--- src/rtl/quant_scheduler.sv ---
// Round-robin issue scheduler that time-shares one pipelined quantizer between
// the Y/Cb/Cr producers and routes each completion back as a per-channel done.
module quant_scheduler #(
  parameter int LATENCY   = 4,
  parameter int ISSUE_GAP = 2,
  parameter int MAX_OUT   = 4
) (
  input  logic       clk,
  input  logic       rst,
  input  logic [2:0] req,
  output logic [2:0] gnt,
  output logic       q_enable,
  output logic [1:0] q_sel,
  input  logic       q_out_enable,
  output logic [2:0] done,
  output logic       busy,
  output logic       err_underflow
);

  localparam int PW = $clog2(MAX_OUT);
  localparam int CW = PW + 1;
  localparam int GW = $clog2(ISSUE_GAP);
  localparam logic [CW-1:0] FULL       = CW'(MAX_OUT);
  localparam logic [GW-1:0] GAP_RELOAD = GW'(ISSUE_GAP - 1);

  if (LATENCY < 1 || ISSUE_GAP < 2 || MAX_OUT < 2 || (MAX_OUT & (MAX_OUT - 1)) != 0) begin : g_bad_param
    $error("quant_scheduler: illegal parameter combination");
  end

  typedef enum logic [1:0] {CH_Y = 2'd0, CH_CB = 2'd1, CH_CR = 2'd2} ch_e;

  function automatic ch_e next_ch(input ch_e c);
    case (c)
      CH_Y:    return CH_CB;
      CH_CB:   return CH_CR;
      default: return CH_Y;
    endcase
  endfunction

  function automatic logic [2:0] onehot(input ch_e c);
    return 3'b001 << c;
  endfunction

  ch_e           rr_ptr_q, rr_ptr_d;
  logic [GW-1:0] gap_cnt_q, gap_cnt_d;
  logic [CW-1:0] count_q, count_d;
  logic [PW-1:0] wr_ptr_q, wr_ptr_d;
  logic [PW-1:0] rd_ptr_q, rd_ptr_d;
  logic [2:0]    gnt_q, gnt_d;
  logic          q_enable_q, q_enable_d;
  ch_e           q_sel_q, q_sel_d;
  logic [2:0]    done_q, done_d;
  logic          busy_q, busy_d;
  logic          err_q, err_d;
  ch_e           tag_mem_q [MAX_OUT];

  ch_e  c0, c1, c2, win;
  logic win_found, issue, pop, underflow;

  // NOTE: every always_comb output gets a default assignment before any branch,
  // so no path can leave a value unassigned and infer a latch.
  always_comb begin
    c0        = rr_ptr_q;
    c1        = next_ch(c0);
    c2        = next_ch(c1);
    win       = c0;
    win_found = 1'b1;
    if      (req[c0]) win = c0;
    else if (req[c1]) win = c1;
    else if (req[c2]) win = c2;
    else              win_found = 1'b0;

    // Full check uses the count before any same-cycle pop.
    issue     = win_found && (gap_cnt_q == '0) && (count_q != FULL);
    pop       = q_out_enable && (count_q != '0);
    underflow = q_out_enable && (count_q == '0);

    rr_ptr_d   = issue ? next_ch(win) : rr_ptr_q;
    gap_cnt_d  = issue ? GAP_RELOAD : ((gap_cnt_q != '0) ? gap_cnt_q - 1'b1 : gap_cnt_q);
    wr_ptr_d   = issue ? wr_ptr_q + 1'b1 : wr_ptr_q;
    rd_ptr_d   = pop   ? rd_ptr_q + 1'b1 : rd_ptr_q;
    count_d    = count_q + CW'(issue) - CW'(pop);
    gnt_d      = issue ? onehot(win) : 3'b000;
    q_enable_d = issue;
    q_sel_d    = issue ? win : q_sel_q;
    done_d     = pop ? onehot(tag_mem_q[rd_ptr_q]) : 3'b000;
    busy_d     = (count_q != '0) | issue;
    err_d      = err_q | underflow;
  end

  // NOTE: sequential state uses non-blocking assignments so every flop samples
  // the pre-edge values regardless of statement order.
  always_ff @(posedge clk) begin
    if (rst) begin
      rr_ptr_q   <= CH_Y;
      gap_cnt_q  <= '0;
      count_q    <= '0;
      wr_ptr_q   <= '0;
      rd_ptr_q   <= '0;
      gnt_q      <= '0;
      q_enable_q <= 1'b0;
      q_sel_q    <= CH_Y;
      done_q     <= '0;
      busy_q     <= 1'b0;
      err_q      <= 1'b0;
    end else begin
      rr_ptr_q   <= rr_ptr_d;
      gap_cnt_q  <= gap_cnt_d;
      count_q    <= count_d;
      wr_ptr_q   <= wr_ptr_d;
      rd_ptr_q   <= rd_ptr_d;
      gnt_q      <= gnt_d;
      q_enable_q <= q_enable_d;
      q_sel_q    <= q_sel_d;
      done_q     <= done_d;
      busy_q     <= busy_d;
      err_q      <= err_d;
    end
  end

  // NOTE: the tag storage is deliberately not reset; entries are only read
  // behind count_q, which reset clears, so stale contents are never observed.
  always_ff @(posedge clk) begin
    if (issue && !rst) tag_mem_q[wr_ptr_q] <= win;
  end

  assign gnt           = gnt_q;
  assign q_enable      = q_enable_q;
  assign q_sel         = q_sel_q;
  assign done          = done_q;
  assign busy          = busy_q;
  assign err_underflow = err_q;

endmodule

--- config.mk ---
export PLATFORM = sky130hd
export DESIGN_NAME = quant_scheduler
export DESIGN_NICKNAME = d
export VERILOG_FILES = /design/src/rtl/quant_scheduler.sv
export SDC_FILE = /design/constraint.sdc
export NUM_CORES = 1
export LEC_CHECK = 0
export ABC_CLOCK_PERIOD_IN_PS = 5900
export BUFFER_PORTS_ARGS = -buffer_cell sky130_fd_sc_hd__clkbuf_2
export CAP_MARGIN = 10
export CORE_ASPECT_RATIO = 1.4
export CORE_MARGIN = 4
export CORE_UTILIZATION = 45
export CTS_CLUSTER_SIZE = 25
export DETAILED_ROUTE_END_ITERATION = 12
export SLEW_MARGIN = 0
export SYNTH_ARGS = -nofsm -noshare
export SYNTH_HDL_FRONTEND = slang
export SYNTH_SLANG_ARGS = --single-unit
--- constraint.sdc ---
create_clock -name clk -period 5.9 [get_ports clk]
set_input_delay 1.18 -clock clk [delete_from_list [all_inputs] [get_ports clk]]
set_output_delay 1.18 -clock clk [all_outputs]
set_load 0.02 [all_outputs]
# Word-level counts from Yosys, hierarchy flattened

Memories as Yosys holds them, arrays and structs flattened. A register that Yosys moved wholly into a read port is not among the register bits.
Cells that the tools add are included.

Add/subtract/negate cells: 5
Magnitude comparators: 3
Eq/ne operators: 4
Shift operators: 2
Mux-type cells: 21
Bitwise operators: 5
Reduce and logical (&&, ||, !) cells: 13

Operator list:

| cell                | count |
|---|---|
| $pmux 2 s2          | 3 |
| $mux 1              | 10 |
| $mux 2              | 5 |
| $lt 2x3->1 const B  | 3 |
| $bmux 1 s2          | 3 |
| $eq 2x1->1 const B  | 3 |
| $logic_not 2->1     | 3 |
| $shl 1x2->3 const A | 2 |
| $logic_and 1x1->1   | 5 |
| $add 2x1->2 const B | 2 |
| $reduce_or 2->1     | 2 |
| $add 3x1->3         | 1 |
| $logic_not 3->1     | 1 |
| $ne 3x3->1 const B  | 1 |
| $not 1->1           | 3 |
| $reduce_bool 3->1   | 1 |
| $sub 3x1->3         | 1 |
| $or 1x1->1          | 2 |
| $logic_not 1->1     | 1 |
| $sub 1x1->1 const B | 1 |

Register bits after elaboration: 21
Memory bits (writable): 8
Input port bits: 6
Output and inout port bits: 11
Memories kept: 1

Memory list:

| memory    | depth | width | rd ports | clocked after memory_dff | write ports | line | text |
|---|---|---|---|---|---|---|---|
| tag_mem_q | 4     | 2     | 1        | 1                        | 1           | 55   | `ch_e tag_mem_q [MAX_OUT];` |

# Depth between registers and ports, before layout

Gate-level depths: netlist of run 1.

Depth after elaboration: 14
Mapped depth: 12
Mapped depth without buffers: 10

# Least setup slack after synthesis of run 1

No wires, ideal clock.

Path type: in2reg
Start point: input req[2]
End point: register count_q[2]
Setup time: 0.130 ns
Arrival time: 3.064 ns
Slack: 2.706 ns
Cell stages on the path: 11
Buffers on the path: 1
Path through: a21bo_1 a221oi_2 buf_6 inv_2 ha_1 inv_1 ha_1 fa_1 xnor2_1 xnor2_1 nor2_1

Cells in the longest elaborated chain, start to end: 9
Elaborated cells between the ends (all ways): 13

Ends and longest elaborated chain:

| what                             | line | text |
|---|---|---|
| start, declared                  | 10   | `input logic [2:0] req,` |
| $bmux 1 s2                       | 70   | `else if (req[c2]) win = c2;` |
| $mux 1 (implied by the code)     | 70   |  |
| $mux 1                           | 70   |  |
| $mux 1                           | 69   | `else if (req[c1]) win = c1;` |
| $mux 1 *                         | 68   | `if (req[c0]) win = c0;` |
| $logic_and 1x1->1 * (2 in a row) | 74   | `issue = win_found && (gap_cnt_q == '0) && (count_q != FULL);` |
| $add 3x1->3 *                    | 82   | `count_d = count_q + CW'(issue) - CW'(pop);` |
| $sub 3x1->3 *                    | 82   |  |
| end signal, assigned             | 109  | `count_q <= count_d;` |
| end, declared                    | 46   | `logic [CW-1:0] count_q, count_d;` |

Mark *: on every way between the ends. The rest lies on a longest branch, timed or not. The select of a mux whose other input is x is not followed.
A chain may end at the register's enable or synchronous reset.

# Final worst setup path of run 1

Same ends and word-level chain as after synthesis.

==> flow_summary.ini, run 1 <==
[timing]
hold_viol_final = 0
setup_viol_count_final = 0
worst_pin_slew_ns = 0.8381
slew_violations = 0
finalCriticalPeriod_ns = 3.445
skew_ns = 0.004532
rsz0062_at_grt = no
fin_ws_ns = 2.455
slew_headroom_pct = 44.13
timing.fmax_ghz = 0.2903
finalCritPeriodShare_pct = 58.39
finalSetupTns_ns = 0

[critical_path]
crit_arrival_ns = 3.64
worstSetupPathType = primary input to flip-flop
cp_top_family = compound AO/OA/AOI/OAI gates
slowest_stage = a221oi_2
cpPeakStageDelay_ns = 0.72
worst_setup_path_end_kind = flip-flop
startpoint_type = primary input
path_buf_inv = 3
path_cells = clkbuf_2 -> a21bo_1 -> a221oi_2 -> inv_2 -> ha_1 -> inv_1 -> ha_1 -> fa_1 -> xnor2_1 -> xnor2_1 -> nor2_1
path_max_fanout = 11
required_ns = 6.09

[yosys]
syn_inst = 114
netlist_area_um2 = 1286
syn_avg_cell_area_um2 = 11.28
synth_edf_count = 8
yosysTopAreaCell = dfxtp_1
synth_area_leaders = dfxtp_1 34%, edfxtp_1 19%, ha_1 5.8%
yosysSeqAreaShare_pct = 52.92
synthTopCellsByCount = 22 x dfxtp_1, 14 x nor2_1, 10 x inv_1
yosys_warnings = 0
synth_top_area_share_pct = 34.24
synth-main-ff-cell = dfxtp_1
ys_ff_latch = 30
yosysMostFrequentCell = dfxtp_1
synth_cell_types = 39
synth_nets = 127
async_reset_ff_share_pct = 0

[cts]
clockBufferDepth = 2
numCtsBuffers = 5
insertion_delay_ns = 0.31
postCtsSetupBuffers = 0
cts.clk_slew.worst_paths_ns = 0.09
cts.repair.resized = 0
holdBufCountCts = 0
cts_sinks = 30
htreeDepth = 2
cts_root_buffer = clkbuf_4
tritoncts = built

[job]
cap_violations = 0

[power_and_ir_drop]
vdd_drop_max_v = 0.0002562
leakage_nw = 0.6182
power.density_nw_per_um2 = 449.1

[global_routing]
grt_pass1_vias = 813
grt_max_degree = 20
grt.total_usage_pct = 13.25
grt_pass1_wl_um = 3677
antenna_found_initial = 0
grt_overflow = 0

[floorplan]
fp.dieW_um = 53.19
core.rowCount = 22
fp.dieArea_um2 = 3790
start_util_pct = 48.17
ios = 17
core-area_um2 = 2670
die_h_um = 71.26

[routing]
post-route-drc-count = 0
antenna_left = 0
vias = 850
avgRoutedWirePerCell_um = 12.16
first_pass_iters = 4
routed_wirelength_um = 2067
vias_per_cell = 5.000
drtIter0Drc = 19

[place]
dpl.hpwl_um = 1570
io_buffers = 16
dp_slack_ns = 2.107
gp_routability_congestion = 0.7919

[final_layout]
layout-drive-gt1-share_pct = 23.13
areaGrowthSynthToFinish_pct = 11.77
nets = 146
fin_util_pct = 53.84
fill_cells = 251
diodes = 0
regArea_um2 = 680.7
multiInputGateArea_um2 = 540.5

[status]
status = completed

[min_path]
hp-class = flip-flop to flip-flop
## worst paths after layout
kind | from | end | slack (ns) | depth (start not counted)
worst min-delay path | q_sel[0] | q_sel[0] | 0.47 | 1
worst max register to register | c0[0] | count_q[2] | 3.06 | 10
worst max-delay path | req[2] | count_q[2] | 2.45 | 11
worst min register to register | q_sel[0] | q_sel[0] | 0.47 | 1
## layout by cell type, fill, tap and decap left out, drive strengths merged, types with 3 or more instances in the layout
master | netlist | routed
xnor2 | 4 | 4
nor3 | 3 | 3
dfxtp | 22 | 22
clkbuf | 1 | 22
inv | 11 | 11
edfxtp | 8 | 8
ha | 6 | 6
nor2 | 14 | 14
and2 | 4 | 4
o21ai | 4 | 4
## report_power, final
part	internal, mW	switching (mW)	total [mW]
Clock	0.0447	0.0644	0.109
Sequential	0.266	0.0408	0.307
Combinational	0.107	0.123	0.229
## final cells by class
cell class | count | share of cell area [%]
timing repair buffer | 16 | 5.570
inverter | 11 | 2.872
clock buffer | 6 | 2.872
clock inverter | 2 | 0.6092
multi-input combinational | 69 | 37.60
sequential | 30 | 47.35
tap | 36 | 3.133
## registers in the layout, indices dropped and copies added, names as in the netlist, named ones only
| name | count |
|---|---|
| gnt | 3 |
| done | 3 |
| q_sel | 2 |
| rd_ptr_q | 2 |
| count_q | 3 |
| wr_ptr_q | 2 |
| tag_mem_q | 8 |
| gap_cnt_q | 1 |
| c0 | 2 |
| err_underflow | 1 |
| busy | 1 |
## per-layer routing
layer  part of all wire, %  GRT usage [%]
met1                    42          15.93
met2                    52          20.58
met3                   4.2          4.574
met4                   2.0          6.818
met5                     0              0
## metrics by stage
| step | power (mW) | hold WS, ns | std cells | instance area [um2] |
|---|---|---|---|---|
| floorplan | 0.4961 | 0.4847 | 114 | 1286 |
| global placement | 0.5393 | 0.4470 | 162 | 1388 |
| detailed placement | 0.5464 | 0.4574 | 162 | 1388 |
| CTS | 0.6579 | 0.4799 | 170 | 1438 |
| global route | 0.7046 | 0.5114 | 170 | 1438 |
| finish | 0.6456 | 0.4744 | 170 | 1438 |
## cell families (layout without fill, tap and decap cells)
family,count (synthesis),count (layout),share of synthesized area [%]
simple gates,33,33,14.01
flops,30,30,52.92
compound gates,21,21,12.94
buf+inv,15,35,5.057
fa+ha+maj,7,7,7.393
xor+xnor,5,5,3.405
mux,3,3,4.280
Power figures use the tool's default switching activity.
==> run 2, diff against run 1 <==
--- a/config.mk
+++ b/config.mk
@@ -5,7 +5,8 @@
 export SDC_FILE = /design/constraint.sdc
 export NUM_CORES = 1
 export LEC_CHECK = 0
-export ABC_CLOCK_PERIOD_IN_PS = 5900
+export ABC_AREA = 1
+export ABC_CLOCK_PERIOD_IN_PS = 2790
 export BUFFER_PORTS_ARGS = -buffer_cell sky130_fd_sc_hd__clkbuf_2
 export CAP_MARGIN = 10
 export CORE_ASPECT_RATIO = 1.4
@@ -13,6 +14,7 @@
 export CORE_UTILIZATION = 45
 export CTS_CLUSTER_SIZE = 25
 export DETAILED_ROUTE_END_ITERATION = 12
+export PLACE_DENSITY = 0.67
 export SLEW_MARGIN = 0
 export SYNTH_ARGS = -nofsm -noshare
 export SYNTH_HDL_FRONTEND = slang
==> constraint.sdc (replaced) <==
create_clock -name clk -period 2.79 [get_ports clk]
set_input_delay 0.558 -clock clk [delete_from_list [all_inputs] [get_ports clk]]
set_output_delay 0.558 -clock clk [all_outputs]
set_load 0.02 [all_outputs]
==> flow_summary.ini, run 2 <==
[critical_path]
worstSetupPathType = flip-flop to flip-flop
r2r_slack_ns = 0.46
path_max_fanout = 9
path_cells = nor2_1 -> nand2_1 -> nand2_2 -> nor2_2 -> nand3_2 -> nand3_4 -> ha_1 -> inv_1 -> ha_1 -> fa_1 -> inv_1 -> o21ai_0 -> a21oi_1
required_ns = 3.00
cpPeakStageDelay_ns = 0.37
worst_setup_path_end_kind = flip-flop
startpoint_type = flip-flop
crit_arrival_ns = 2.54
slowest_stage = dfxtp_1

[yosys]
syn_inst = 164
yosys_warnings = 0
syn_avg_cell_area_um2 = 8.362
netlist_area_um2 = 1371
yosysMostFrequentCell = nand2_1
yosysTopAreaCell = dfxtp_1
synth_nets = 177
synth_top_area_share_pct = 32.12
synthTopCellsByCount = 39 x nand2_1, 30 x inv_1, 22 x dfxtp_1
synth-main-ff-cell = dfxtp_1
synth_area_leaders = dfxtp_1 32%, edfxtp_1 18%, nand2_1 11%
async_reset_ff_share_pct = 0
yosysSeqAreaShare_pct = 49.64
synth_cell_types = 23
ys_ff_latch = 30
synth_edf_count = 8

[power_and_ir_drop]
vdd_drop_max_v = 0.0006934
fin_total_pwr_mw = 1.884
power.density_nw_per_um2 = 1193
leakage_nw = 0.7912

[timing]
slew_headroom_pct = 72.67
slew_violations = 0
finalCritPeriodShare_pct = 83.53
hold_viol_final = 0
setup_viol_count_final = 0
rsz0062_at_grt = no
skew_ns = 0.002607
worst_pin_slew_ns = 0.4084
finalCriticalPeriod_ns = 2.330
timing.fmax_ghz = 0.4291
hold_slack_ns = 0.4625
finalSetupTns_ns = 0

[routing]
antenna_left = 0
vias_per_cell = 4.789
first_pass_iters = 3
routed_wirelength_um = 2396
drtIter0Drc = 21
avgRoutedWirePerCell_um = 10.74
post-route-drc-count = 0
vias = 1068

[final_layout]
final_area_um2 = 1579
nets = 199
areaGrowthSynthToFinish_pct = 15.15
fill_cells = 292
layout-drive-gt1-share_pct = 17.20
mostFrequentLayoutCells = 39 x nand2_1, 30 x inv_1, 22 x dfxtp_1
multiInputGateArea_um2 = 569.3
largest_register = tag_mem_q
diodes = 0
largest_reg_flops = 8
regArea_um2 = 680.7
fin_util_pct = 54.33
final_common_cell = nand2_1

[place]
dpl_cell_area_um2 = 1493
io_buffers = 16
gp_routability_congestion = 0.7278
dpl.hpwl_um = 1912

[cts]
numCtsBuffers = 5
htreeDepth = 2
cts_root_buffer = clkbuf_8
cts.repair.resized = 0
insertion_delay_ns = 0.28
tritoncts = built
clockBufferDepth = 2
cts.clk_slew.worst_paths_ns = 0.06
cts_sinks = 30
postCtsSetupBuffers = 0
holdBufCountCts = 0

[global_routing]
grt_pass1_vias = 1067
grt_overflow = 0
grt_pass1_wl_um = 4353
antenna_found_initial = 0
grt.total_usage_pct = 15.43
grt_max_degree = 12

[status]
status = completed

[floorplan]
core.rowCount = 23
start_util_pct = 47.18
ios = 17
die_h_um = 73.32
fp.dieW_um = 54.66
fp.dieArea_um2 = 4007
core-area_um2 = 2907

[job]
cap_violations = 0

[min_path]
hp-class = flip-flop to flip-flop
## run 2: cell families (layout without fill, tap and decap cells)
family | count (synthesis) | in the layout | share of synthesized area, %
buf+inv | 32 | 54 | 8.850
xor+xnor | 1 | 1 | 0.6388
simple gates | 77 | 77 | 27.10
compound gates | 17 | 17 | 6.843
fa+ha+maj | 7 | 7 | 6.934
flops | 30 | 30 | 49.63
## run 2: where the power goes
part	leakage (nW)	internal, mW	switching [mW]
Combinational	0.492	0.277	0.566
Sequential	0.254	0.617	0.0840
Clock	0.0443	0.195	0.144
## run 2: area by class of cell
cell class	instances	share of cell area, %
clock buffers	7	5.468
repair buffers	16	5.071
multi-input cells	102	36.05
flip-flops and latches	30	43.11
inverters	31	7.369
well taps	37	2.932
## run 2: worst paths after layout
| path | from | end | cells past startpoint |
|---|---|---|---|
| min reg2reg | rd_ptr_q[1] | rd_ptr_q[1] | 2 |
| max reg2reg | c0[1] | count_q[2] | 13 |
| max | c0[1] | count_q[2] | 13 |
| min | rd_ptr_q[1] | rd_ptr_q[1] | 2 |
## run 2: worst max-delay path, delay by kind of cell (launching register included)
family	cells	cell delay [ns]
AO/OA/AOI/OAI	2	0.20
AND/OR/NAND/NOR	6	0.70
buffers and inverters	2	0.12
adder cells (fa/ha/maj)	3	0.86
flip-flops	1	0.37
## run 2: metal layers
layer,part of all wire (%),track usage (%),up-vias
met5,0,0,-
met4,3.8,10.80,0
met3,3.5,4.260,9
met2,59,27.50,17
met1,34,14.16,484
li1,-,-,558
## run 2: per-stage QoR
| step | setup slack (ns) | std cells |
|---|---|---|
| 2_1_floorplan | 0.6088 | 164 |
| 3_3_place_gp | 0.4093 | 216 |
| 3_5_place_dp | 0.2920 | 216 |
| 4_1_cts | 0.4307 | 223 |
| 5_1_grt | 0.2095 | 223 |
| 6_report | 0.4595 | 223 |
